## config.mk

```make
export PLATFORM = sky130hd
export DESIGN_NAME = gfx_fill
export DESIGN_NICKNAME = d
export VERILOG_FILES = /design/src/rtl/gfx_fill.sv
export SDC_FILE = /design/constraint.sdc
export NUM_CORES = 1
export LEC_CHECK = 0
export BUFFER_PORTS_ARGS = -buffer_cell sky130_fd_sc_hd__buf_2
export CAP_MARGIN = 5
export CORE_MARGIN = 2
export CORE_UTILIZATION = 55
export DETAILED_ROUTE_END_ITERATION = 7
export GPL_TIMING_DRIVEN = 0
export PLACE_DENSITY_LB_ADDON = 0.15
export SYNTH_ARGS = -nofsm -noshare
export SYNTH_HDL_FRONTEND = slang
export SYNTH_SLANG_ARGS = --single-unit
```

## constraint.sdc

```tcl
create_clock -name clock_i -period 2.23 [get_ports clock_i]
set_clock_uncertainty 0.05 [all_clocks]
set_input_delay 0.446 -clock clock_i [delete_from_list [all_inputs] [get_ports clock_i]]
set_output_delay 0.446 -clock clock_i [all_outputs]
set_load 0.02 [all_outputs]
```

## src/rtl/gfx_fill.sv

```systemverilog
// Pixel write sequencer for the graphics RAM write port: CPU-programmed single-pixel
// writes and rectangular solid fills, one 4-bit pixel per clock.
module gfx_fill #(
    parameter int ADDR_W = 18,
    parameter int STRIDE = 640
) (
    input  logic              clock_i,
    input  logic              reset_i,
    input  logic              cs_i,
    input  logic [2:0]        addr_i,
    input  logic [7:0]        din_i,
    input  logic              we_i,
    output logic [7:0]        dout_o,
    output logic              busy_o,
    output logic [ADDR_W-1:0] gw_o,
    output logic [3:0]        go_o,
    output logic              gwe_o
);

    typedef enum logic {
        S_IDLE,
        S_FILL
    } state_t;

    state_t            state_q, state_d;
    logic [ADDR_W-1:0] start_q, start_d;
    logic [ADDR_W-1:0] row_base_q, row_base_d;
    logic [ADDR_W-1:0] gw_q, gw_d;
    logic [9:0]        len_q, len_d;
    logic [9:0]        col_q, col_d;
    logic [8:0]        rows_q, rows_d;
    logic [8:0]        row_q, row_d;
    logic [3:0]        color_q, color_d;
    logic [3:0]        go_q, go_d;
    logic              gwe_q, gwe_d;

    logic              reg_wr;
    logic [2:0]        lane_we;
    logic [23:0]       start_wide;
    logic [23:0]       start_wide_d;
    logic              cmd_wr;
    logic              cmd_fill;
    logic              cmd_abort;
    logic              cmd_pixel;
    logic              fill_empty;
    logic              row_end;
    logic              last_pixel;

    assign reg_wr     = cs_i & we_i;
    // START is kept at ADDR_W bits; the byte view zero-extends it for the register map.
    assign start_wide = 24'(start_q);

    genvar gi;
    generate
        for (gi = 0; gi < 3; gi++) begin : g_start_lane
            assign lane_we[gi] = reg_wr && (addr_i == 3'(gi));
        end
    endgenerate

    assign cmd_wr     = reg_wr && (addr_i == 3'd7);
    assign cmd_fill   = cmd_wr && din_i[7];
    assign cmd_abort  = cmd_wr && (din_i[7:6] == 2'b01);
    assign cmd_pixel  = cmd_wr && (din_i[7:6] == 2'b00);
    assign fill_empty = (len_q == 10'd0) || (rows_q == 9'd0);
    assign row_end    = (col_q == 10'd1);
    assign last_pixel = row_end && (row_q == 9'd1);

    always_comb begin
        state_d      = state_q;
        start_d      = start_q;
        start_wide_d = start_wide;
        row_base_d   = row_base_q;
        gw_d         = gw_q;
        len_d        = len_q;
        col_d        = col_q;
        rows_d       = rows_q;
        row_d        = row_q;
        color_d      = color_q;
        go_d         = go_q;
        gwe_d        = 1'b0;

        case (state_q)
            S_IDLE: begin
                for (int i = 0; i < 3; i++) begin
                    if (lane_we[i]) start_wide_d[i*8 +: 8] = din_i;
                end
                start_d = ADDR_W'(start_wide_d);
                if (reg_wr && addr_i == 3'd3) len_d[7:0]  = din_i;
                if (reg_wr && addr_i == 3'd4) len_d[9:8]  = din_i[1:0];
                if (reg_wr && addr_i == 3'd5) rows_d[7:0] = din_i;
                if (reg_wr && addr_i == 3'd6) rows_d[8]   = din_i[0];

                if (cmd_pixel) begin
                    color_d = din_i[3:0];
                    gwe_d   = 1'b1;
                    gw_d    = start_q;
                    go_d    = din_i[3:0];
                    start_d = start_q + ADDR_W'(1);
                end

                // An empty rectangle still latches the colour but never raises busy.
                if (cmd_fill) begin
                    color_d = din_i[3:0];
                    if (!fill_empty) begin
                        state_d    = S_FILL;
                        gwe_d      = 1'b1;
                        gw_d       = start_q;
                        go_d       = din_i[3:0];
                        row_base_d = start_q;
                        col_d      = len_q;
                        row_d      = rows_q;
                    end
                end
            end

            S_FILL: begin
                // gw_q/col_q/row_q describe the pixel on the port right now.
                if (cmd_abort || last_pixel) begin
                    state_d = S_IDLE;
                end else begin
                    gwe_d = 1'b1;
                    go_d  = color_q;
                    if (row_end) begin
                        row_base_d = row_base_q + ADDR_W'(STRIDE);
                        gw_d       = row_base_q + ADDR_W'(STRIDE);
                        col_d      = len_q;
                        row_d      = row_q - 9'd1;
                    end else begin
                        gw_d  = gw_q + ADDR_W'(1);
                        col_d = col_q - 10'd1;
                    end
                end
            end

            default: state_d = S_IDLE;
        endcase
    end

    always_ff @(posedge clock_i) begin
        if (reset_i) begin
            state_q    <= S_IDLE;
            start_q    <= '0;
            row_base_q <= '0;
            gw_q       <= '0;
            len_q      <= '0;
            col_q      <= '0;
            rows_q     <= '0;
            row_q      <= '0;
            color_q    <= '0;
            go_q       <= '0;
            gwe_q      <= 1'b0;
        end else begin
            state_q    <= state_d;
            start_q    <= start_d;
            row_base_q <= row_base_d;
            gw_q       <= gw_d;
            len_q      <= len_d;
            col_q      <= col_d;
            rows_q     <= rows_d;
            row_q      <= row_d;
            color_q    <= color_d;
            go_q       <= go_d;
            gwe_q      <= gwe_d;
        end
    end

    always_comb begin
        dout_o = 8'h00;
        case (addr_i)
            3'd0: dout_o = start_wide[7:0];
            3'd1: dout_o = start_wide[15:8];
            3'd2: dout_o = start_wide[23:16];
            3'd3: dout_o = len_q[7:0];
            3'd4: dout_o = {6'b0, len_q[9:8]};
            3'd5: dout_o = rows_q[7:0];
            3'd6: dout_o = {7'b0, rows_q[8]};
            3'd7: dout_o = {busy_o, 3'b0, color_q};
            default: dout_o = 8'h00;
        endcase
    end

    assign busy_o = (state_q == S_FILL);
    assign gw_o   = gw_q;
    assign go_o   = go_q;
    assign gwe_o  = gwe_q;

endmodule

```

==> results.sh <==
export IMPL_yosysSeqAreaShare_pct=33.24
export IMPL_cts_inserted_buffers=9
export IMPL_synth_enable_flop_cells=0
export IMPL_post_synth_cell_area_avg_um2=7.670
export IMPL_worst_ir_drop_vdd_mv=0.5118
export IMPL_critical_path_slowest_cell="sky130_fd_sc_hd__or4b_4"
export IMPL_grt_start_max_net_pins=16
export IMPL_post_synth_top_area_fraction_pct=33.24
export IMPL_most_frequent_cell_after_synthesis="sky130_fd_sc_hd__nand2_1"
export IMPL_synth_async_sr_flop_share_pct=0
export IMPL_clkSinkCount=102
export IMPL_layout_cells_sized_above_1_pct=25.84
export IMPL_post_synth_main_area_contributors="sky130_fd_sc_hd__dfxtp_1 33%, sky130_fd_sc_hd__nand2_1 7.0%, sky130_fd_sc_hd__a21oi_1 6.4%"
export IMPL_route_vias_total=6955
export IMPL_slew_violations=0
export IMPL_pre_cts_slack_ns=-0.9677
export IMPL_synthesis_nets=823
export IMPL_timing_final_crit_share_pct=109.3
export IMPL_worstRegToRegCells=11
export IMPL_cpPeakStageDelay_ns=0.50
export IMPL_layout_setup_ws_ns=-0.2080
export IMPL_slack_of_the_worst_reg_to_reg_path_ns=-0.21
export IMPL_antenna_found_initial=0
export IMPL_antennaDiodeCount=0
export IMPL_cts_tree="built"
export IMPL_worst_hold_path_endpoint="go_o[2]"
export IMPL_cts_clk_slew_worst_paths_ns=0.10
export IMPL_outcome="finished with violations"
export IMPL_timing_hold_violations_final=0
export IMPL_post_route_util_pct=70.40
export IMPL_die_width_um=109.7
export IMPL_first_pass_iters=6
export IMPL_routabilityCongestion=0.9948
export IMPL_critPathMaxFanout=10
export IMPL_start_util_pct=56.42
export IMPL_grt_overflow_total=0
export IMPL_grt_total_usage_pct=39.22
export IMPL_die_area_um2=12030
export IMPL_regToRegEndpoint="gw_o[9]"
export IMPL_netlist_top_cells_count="115 x sky130_fd_sc_hd__nand2_1, 102 x sky130_fd_sc_hd__dfxtp_1, 88 x sky130_fd_sc_hd__nor2_1"
export IMPL_synth_top_cell_by_area="sky130_fd_sc_hd__dfxtp_1"
export IMPL_yosys_cell_types_count=68
export IMPL_synth_ff_type="sky130_fd_sc_hd__dfxtp_1"
export IMPL_timing_critical_path_cells="inv_2, ha_4, or4b_4, buf_12, nor3_4, buf_6, buf_4, buf_8, o22ai_1, a22oi_1, o22ai_1"
export IMPL_dieHeight_um=109.7
export IMPL_drt_vias_per_instance=6.726
export IMPL_via_count_of_the_first_global_routing_pass=6324
export IMPL_total_power_mw=3.384
export IMPL_routed_wl_mm=23.82
export IMPL_grt_pass1_wl_mm=34.80
export IMPL_power_density_nw_per_um2=441.5
export IMPL_synth_cells=801
export IMPL_regToRegStartpoint="col_q[1]"
export IMPL_worstSetupEndpointType="flip-flop"
export IMPL_mappedNetlistArea_um2=6143
export IMPL_p_leak_nw=2.791
export IMPL_cp_arrival_ns=2.66
export IMPL_timing_worst_setup_path_type="flip-flop to flip-flop"
export IMPL_cpMostUsedCell="sky130_fd_sc_hd__o22ai_1"
export IMPL_post_dp_hpwl_mm=16.10
export IMPL_hold_path_class="primary input to flip-flop"
export IMPL_synth_seq_cells=102
export IMPL_place_port_buffers=42
export IMPL_detail_route_wl_per_cell_um=23.04
export IMPL_failed_checks="negative setup slack"
export IMPL_clock_tree_root_cell="sky130_fd_sc_hd__clkbuf_8"
export IMPL_crit_path_start_kind="flip-flop"
export IMPL_clk_path_buf_depth=2
export IMPL_placement_rows=38
export IMPL_timing_final_crit_period_ns=2.438
export IMPL_timing_max_slew_rel_slack_pct=42.88
export IMPL_clock_insertion_delay_at_the_later_pin_of_the_skew_report_ns=0.40
export IMPL_fin_hold_ws_ns=0.3662
export IMPL_drt_iter0_markers=874
export IMPL_area_growth_synth_to_final_pct=24.77
export IMPL_hold_path_cell_count=3
export IMPL_fin_tns_setup_ns=-5.746
export IMPL_total_of_max_cap_violations=0
export IMPL_route_antenna_remaining_nets=0
export IMPL_setup_viol=53
export IMPL_layout_nets=911
export IMPL_max_slew_worst_pin_slew_ns=0.8568
export IMPL_cp_required_ns=2.45
export IMPL_post_route_drc_count=0
export IMPL_ys_warn_count=0
export IMPL_grt_setup_unrepaired="yes"
export IMPL_cts_htree_levels=3
export IMPL_design_portCount=47
export IMPL_max_freq_mhz=410.2
export IMPL_hold_start="din_i[2]"
export IMPL_core_area_um2=10890
export IMPL_setup_worst_path_start="col_q[1]"
==> layout by cell type, fill, tap and decap left out, drive strengths merged, types with 4 or more instances in the layout <==
cell       n
nand2    116
dfxtp    102
buf      101
nor2      89
a21oi     79
o21ai     65
clkbuf    43
mux2i     26
nor3      26
nand3     25
inv       14
and3      14
o211ai    11
a31oi     11
xor2      10
nand4     10
a211oi    10
nor4      10
a22oi      9
xnor2      8
mux2       8
and4       8
o22ai      7
ha         7
o2bb2ai    6
o32ai      6
a22o       5
and2       5
or3        5
a221oi     5
nor2b      4
mux4       4
or4        4
nor3b      4
nand2b     4
o31ai      4
==> report_power, final <==
group          internal [mW]  switching (mW)  leakage [nW]
Combinational         0.0778           0.175          1.86
Sequential              1.83          0.0251         0.828
Clock                  0.581           0.695        0.0996
==> critical path, delay by kind of cell, from the launching register on <==
kind                     cells  cell delay (ns)
buffers and inverters        5             0.67
AND/OR/NAND/NOR              2             0.71
flip-flops                   1             0.34
AO/OA/AOI/OAI                3             0.44
adder cells (fa/ha/maj)      1             0.11
==> cell type report <==
class	count	area, um^2
plain buffers	49	350.3
clock buffers	13	158.9
clock inverters	3	42.54
fillers	884	3223
inverters	16	60.06
multi-input cells	629	4167
flip-flops and latches	102	2059
well taps	140	175.2
repair buffers	82	651.9
==> registers in the layout (all words and copies together), names as in the netlist <==
signal / count
busy_o: 1
col_q: 10
color_q: 4
go_o: 4
gw_o: 18
gwe_o: 1
len_q: 10
row_base_q: 18
row_q: 9
rows_q: 9
start_q: 18
==> worst max-delay path by stage <==
stage / end / depth (start not counted) / slack (ns)
2_1_floorplan: row_q[6] / 10 / 0.001
3_5_place_dp: col_q[6] / 7 / -0.97
6_report: gw_o[9] / 11 / -0.21
4_1_cts: row_q[0] / 8 / -0.13
3_3_place_gp: col_q[9] / 7 / -0.93
5_1_grt: gw_o[9] / 11 / -0.27
==> what timing repair did <==
action	4_1_cts	5_1_grt
hold buffers	0	0
gates resized for setup	90	79
setup buffers	30	4
pin swaps	45	26
cloned	4	2
setup endpoints to repair	74	68
==> layer usage <==
layer	global-route usage (%)	routed length (um)	share of wire, %	up-vias
li1	-	-	-	3103
met1	51.92	9307	39	3248
met2	59.13	10320	43	493
met3	9.010	2848	12	111
met4	21.34	1347	5.7	0
met5	0	0	0	-
==> cells by family after synthesis <==
kind of cell | count (synthesis) | synth area share (%)
simple gates | 328 | 25.85
compound gates | 238 | 24.77
flops | 102 | 33.24
buf+inv | 70 | 4.990
mux | 38 | 7.169
xor+xnor | 18 | 2.566
fa+ha+maj | 7 | 1.426
==> stage by stage <==
| step | cells | area, um^2 |
|---|---|---|
| finish | 1034 | 7665 |
| global placement | 983 | 6569 |
| CTS | 1032 | 7366 |
| detailed placement | 983 | 6569 |
| global route | 1034 | 7665 |
| floorplan | 801 | 6183 |
Power figures use the tool's default switching activity.
